--- src/rtl/pe_fill_arbiter.sv ---
// Round-robin arbiter sharing one upstream fill stream among NPE PE scratchpad
// fill channels; a grant stays locked for up to BURST beats before re-arbitration.
module pe_fill_arbiter #(
  parameter  int NPE   = 4,
  parameter  int DW    = 16,
  parameter  int BURST = 8,
  localparam int IW    = $clog2(NPE),
  localparam int CW    = $clog2(BURST + 1)
) (
  input  logic           i_clk,
  input  logic           i_rst,
  input  logic [NPE-1:0] i_req,
  input  logic           i_Src_rdy,
  output logic           o_Src_ack,
  input  logic [DW-1:0]  i_Src_data,
  output logic [NPE-1:0] o_Dst_rdy,
  input  logic [NPE-1:0] i_Dst_ack,
  output logic [DW-1:0]  o_Dst_data,
  output logic [NPE-1:0] o_gnt,
  output logic [IW-1:0]  o_gnt_idx,
  output logic           o_busy
);

  typedef enum logic {IDLE, LOCK} state_t;

  state_t        state;
  logic [IW-1:0] ptr;
  logic [IW-1:0] next_ptr;
  logic [CW-1:0] cnt;
  logic [IW-1:0] pick_idx;
  logic [IW-1:0] probe_idx;
  logic          pick_valid;
  logic          transfer;
  logic          release_gnt;

  // Handshake and data are pure wires: o_gnt is all-zero in IDLE, so no PE sees rdy.
  assign o_busy      = (state == LOCK);
  assign o_Src_ack   = o_busy && i_Dst_ack[o_gnt_idx];
  assign o_Dst_rdy   = o_gnt & {NPE{i_Src_rdy}};
  assign o_Dst_data  = i_Src_data;
  assign transfer    = i_Src_rdy && o_Src_ack;
  assign release_gnt = (transfer && (cnt == CW'(BURST - 1))) ||
                       (!i_req[o_gnt_idx] && !transfer);
  assign next_ptr    = (o_gnt_idx == IW'(NPE - 1)) ? '0 : o_gnt_idx + 1'b1;

  // Scan from the farthest offset down so the requester nearest ptr wins.
  always_comb begin
    // NOTE: every always_comb output gets a default first so no path can infer a latch.
    pick_valid = 1'b0;
    pick_idx   = '0;
    probe_idx  = '0;
    for (int k = NPE - 1; k >= 0; k--) begin
      probe_idx = (int'(ptr) + k >= NPE) ? IW'(int'(ptr) + k - NPE) : IW'(int'(ptr) + k);
      if (i_req[probe_idx]) begin
        pick_valid = 1'b1;
        pick_idx   = probe_idx;
      end
    end
  end

  always_ff @(posedge i_clk or negedge i_rst) begin
    // NOTE: state registers use non-blocking assignments so all updates see pre-edge values.
    if (!i_rst) begin
      state     <= IDLE;
      o_gnt     <= '0;
      o_gnt_idx <= '0;
      cnt       <= '0;
      ptr       <= '0;
    end else begin
      case (state)
        IDLE: begin
          if (pick_valid) begin
            state     <= LOCK;
            o_gnt     <= NPE'(1) << pick_idx;
            o_gnt_idx <= pick_idx;
            cnt       <= '0;
          end
        end
        LOCK: begin
          if (release_gnt) begin
            state <= IDLE;
            o_gnt <= '0;
            cnt   <= '0;
            ptr   <= next_ptr;
          end else if (transfer) begin
            cnt <= cnt + 1'b1;
          end
        end
        default: state <= IDLE;
      endcase
    end
  end

endmodule

--- config.mk ---
export PLATFORM = sky130hd
export DESIGN_NAME = pe_fill_arbiter
export DESIGN_NICKNAME = d
export VERILOG_FILES = /design/src/rtl/pe_fill_arbiter.sv
export SDC_FILE = /design/constraint.sdc
export NUM_CORES = 1
export LEC_CHECK = 0
export BUFFER_PORTS_ARGS = -buffer_cell sky130_fd_sc_hd__buf_2
export CORE_UTILIZATION = 40
export CTS_BUF_LIST = sky130_fd_sc_hd__clkbuf_16
export DETAILED_ROUTE_END_ITERATION = 8
export GPL_TIMING_DRIVEN = 0
export HOLD_SLACK_MARGIN = 0.12
export PLACE_DENSITY_LB_ADDON = 0.1
export SLEW_MARGIN = 20
export SYNTH_ARGS = -nofsm -noshare
export SYNTH_HDL_FRONTEND = slang
export SYNTH_SLANG_ARGS = --single-unit
--- constraint.sdc ---
create_clock -name i_clk -period 2.35 [get_ports i_clk]
set_input_delay 0.1175 -clock i_clk [delete_from_list [all_inputs] [get_ports i_clk]]
set_output_delay 0.1175 -clock i_clk [all_outputs]
set_load 0.03 [all_outputs]
After elaboration in Yosys (flattened, before gate mapping). Index checks and enable logic that the tools add are counted.

Logic and storage cells: 77. Output and inout bits: 28. Input bits: 27. Register bits: 13.

Equal/unequal tests: 5. Shifts and indexed selects: 1. Add/subtract/negate cells: 9. Bitwise operators: 2. Magnitude comparators: 9. Multiplexer cells: 35. Reductions and logical operators: 11.

Operators by type and width (number): $mux 4 (5); $mux 2 (9); $pmux 4 s2 (2); $lt 2x3->1 const B (5); $bmux 1 s2 (6); $mux 1 (12); $ge 3x3->1 const B (3); $reduce_and 2->1 (4); $sub 2x1->2 const B (4); $add 2x2->3 const B (2); $add 4x1->4 const B (1); $and 4x4->4 (1); $eq 4x3->1 const B (1); $logic_and 1x1->1 (4); $shl 1x2->4 const A (1); $add 2x1->3 const B (1); $ge 2x3->1 const B (1); $ne 3x1->1 const B (1); $add 2x1->2 const B (1); $eq 2x2->1 const B (1); $logic_not 1->1 (2); $ne 2x1->1 const B (1); $ne 2x2->1 const B (1); $pmux 1 s2 (1); 2 further kinds (2).

Longest topological paths before layout.
Depth after elaboration: 12. Depth in mapped cells: 5. Depth with buffers taken out: 5.

Worst setup path before layout. No wires, ideal clock.

Path type: register to register. Start point: reg o_gnt_idx[1]. End point: reg ptr[1]. Data arrival time: 1799 ps. Setup time: 127 ps. Stages on the path, launching flop included: 5. Path buffers: 0. Period minus slack after synthesis: 1927 ps. Setup slack: 423 ps. Data required time: 2223 ps. Cell sequence: dfrtp_1 > mux4_2 > mux2i_1 > nand2_1 > mux2_1.

Word-level cells in the longest chain between the ends: 8. Elaborated cells between the ends (all ways): 15. Those cells by class: 1 x add/sub; 1 x eq/ne; 5 x mux; 8 x reduce/logical.

Ends and longest elaborated chain: start, declared (line 20) `output logic [IW-1:0] o_gnt_idx,`; start signal, assigned (line 75) `o_gnt_idx <= pick_idx;`; $bmux 1 s2 (line 38) `assign o_Src_ack = o_busy && i_Dst_ack[o_gnt_idx];`; $mux 1 (implied by the code) (line 38); $logic_and 1x1->1 (line 38); $logic_and 1x1->1 (line 41) `assign transfer = i_Src_rdy && o_Src_ack;`; $logic_not 1->1 (line 43) `(!i_req[o_gnt_idx] && !transfer);`; $logic_and 1x1->1 (line 43); $logic_or 1x1->1 (line 42) `assign release_gnt = (transfer && (cnt == CW'(BURST - 1))) ||`; $reduce_and 2->1 (no line); end signal, assigned (line 84) `ptr <= next_ptr;`; end, declared (line 27) `logic [IW-1:0] ptr;`.

Parallel ways exist; a longest one is shown, timed or not. The select of a mux whose other input is x is not followed. A chain may end at the register's enable or synchronous reset.

Worst setup path in the final report. Same ends and word-level chain as after synthesis.

==> flow_summary.yaml <==
clock_network:
  clk_latency_ns: 0.24
  clk_pin_slew_ns: 0.04
  post-cts-setup-buffers: 0
  cts_buffers: 3
  htreeDepth: 1
  clock_sinks: 13
  cts_tree: "built"
  cts_hold_buffers: 1
  cts_root_buf: "clkbuf_16"
  clock_path_buffers: 2
  cts-resized-gates: 0
global_routing:
  grt_pass1_vias: 743
  grt.overflow.total: 0
  grt_usage_pct: 18.2
  grt_pass1_wl_um: 3330
  antenna_found_initial: 0
  grt_start_max_net_pins: 14
floorplan:
  start_util_pct: 44.1
  die_w_um: 49.2
  design.core.area_um2: 2020
  io_pins: 55
  dieHeight_um: 49.2
  die_area_um2: 2420
  rows: 16
worst_setup_path:
  crit_path_start: "o_gnt_idx[1]"
  r2r_start: "o_gnt_idx[1]"
  path_cells: "mux4_2 -> mux2i_1 -> nand2_1 -> mux2_1"
  cp.required_ns: 2.47
  path_class: "flop to flop"
  r2r_slack_ns: 0.40
  start_kind: "flop"
  cp_max_fo: 6
  slowest_delay_ns: 0.57
  reg2regPathDepth: 4
  critPathCaptureType: "flop"
  crit_path_end: "ptr[1]"
  reg2reg_to: "ptr[1]"
  crit_arrival_ns: 2.07
  crit_path_top_delay_cell: "mux4_2"
yosys:
  synthDistinctLibCells: 34
  synth_warnings: 0
  synth_largest_area_cell: "dfrtp_1"
  synthDominantCellAreaShare_pct: 36.5
  yosys-top-cells-count: "16 x buf_4, 13 x dfrtp_1, 11 x nand2_1"
  synth_fp_nets: 125
  ys_ff_latch: 13
  netlist_area_um2: 891
  synth_edf_count: 0
  seq_area_frac_synth_pct: 36.5
  async_reset_ff_share_pct: 100
  avgSynthCellArea_um2: 9.28
  synth.most_common_cell: "buf_4"
  synthCells: 96
  synth_area_leaders: "dfrtp_1 37%, buf_4 13%, nand2_1 4.6%, mux2i_1 4.5%, a21oi_1 2.8%"
  synthFlopType: "dfrtp_1"
placement:
  gp_congestion: 0.784
  place_area_um2: 1110
  dp_hpwl_um: 1530
  portBuffers: 38
  pre_cts_ws_ns: 0.386
sta:
  finalHoldViolCount: 0
  setup_viol: 0
  tns_ns: 0
  period_share_pct: 83.1
  drv_slew: 0
  relSlewSlack_pct: 61.2
  grt_setup_unrepaired: "no"
  fin_worst_skew_ns: 0.00137
  post-route-min-period_ns: 1.95
  whs_ns: 0.292
  fmax_mhz: 512
  tightest_slew_ns: 0.578
  setup_ws_ns: 0.398
pwr:
  seqPwrFrac_pct: 28.4
  power_frac_clock_pct: 21.9
  p_switching_uw: 638
  swShare_pct: 44.1
  irDropWorstVdd_uv: 599
  comb_power_share_pct: 49.7
  intPower_uw: 809
  leakage_uw: 0.000643
  p_per_area_nw_per_um2: 1200
routing:
  viasPerCell: 5.04
  detail_route.iter0.violations: 10
  firstDrtPassIters: 4
  drcViolationCount: 0
  routed_wl_um: 1940
  vias: 837
  avgRoutedWirePerCell_um: 11.7
  ant_nets: 0
layout:
  multi_input_area_um2: 425
  final_core_util_pct: 59.5
  nets: 169
  layout-drive-gt1-share_pct: 45.3
  diodes: 0
  fillers: 185
  area_delta_synth_final_pct: 35.1
  regArea_um2: 325
  postLayoutCellArea_um2: 1200
hold_path:
  holdCritPathClass: "input pin to async pin"
outcome:
  status: "finished, final reports clean"
flow_run:
  maxCapViolations: 0
## how the worst min path moves through the flow
stage	from	slack, ns	depth (start not counted)	end
after floorplan	i_rst	-0.18	0	cnt[0]
after global placement	i_rst	0.02	1	o_gnt[3]
after detailed placement	i_rst	0.02	1	o_gnt[3]
after CTS	i_rst	0.30	2	o_gnt[3]
after global routing	i_rst	0.33	2	o_gnt[0]
final	i_rst	0.29	2	o_gnt[0]
## cell families (layout without fill, tap and decap cells)
logic type,Yosys count,in the layout,synth area share (%)
and+or+nand+nor,33,33,18.1
buffers and inverters,21,64,15.7
muxes,7,7,9.55
AOI/OAI and AO/OA,20,20,17.3
adders and majority gates,2,2,2.81
DFF,13,13,36.5
## critical path, delay by kind of cell, from the launching register on
kind | cells | cell delay, ns
flops | 1 | 0.50
mux | 3 | 1.18
simple gates | 1 | 0.15
## flip-flops by register name (all words and copies together) (netlist names)
name	flops
o_gnt	4
ptr	2
o_gnt_idx	2
o_busy	1
cnt	4
## metrics by stage
stage / std cells / power (uW)
final: 166 / 1450
after global placement: 161 / 1120
after global routing: 166 / 1550
after CTS: 166 / 1460
after detailed placement: 161 / 1140
after floorplan: 96 / 946
## cells in the final DEF, fill, tap and decap left out, drive strengths merged, types with 2 or more instances in the layout
master / n
inv: 5
dfrtp: 13
clkbuf: 4
nor3: 2
a21o: 3
nor2: 5
or2: 2
ha: 2
o22ai: 2
nand2: 11
mux2: 2
mux2i: 4
o21ai: 2
a21oi: 5
buf: 54
and2: 4
nand2b: 2
nand3: 3
## final cells by class
class / instances / share of cell area (%)
well taps: 27 / 2.81
flip-flops and latches: 13 / 27.0
clock inverters: 1 / 0.312
clock buffers: 3 / 6.24
multi-input cells: 62 / 35.3
plain buffers: 17 / 10.4
inverters: 4 / 1.25
repair buffers: 39 / 16.6
## routing by layer
layer / vias to the layer above / routed length [um] / GRT usage (%)
li1: 408 / - / -
met1: 380 / 878 / 24.1
met2: 44 / 848 / 27.2
met3: 5 / 158 / 3.12
met4: 0 / 50 / 11.8
met5: - / 0 / 0
## power groups by stage
stage / Clock (uW) / Sequential [uW] / Combinational (uW)
final: 317 / 410 / 720
after global routing: 332 / 426 / 795
after CTS: 323 / 412 / 729
after detailed placement: 0 / 414 / 723
after global placement: 0 / 409 / 714
after floorplan: 0 / 498 / 448
(Power assumes the default switching activity.)
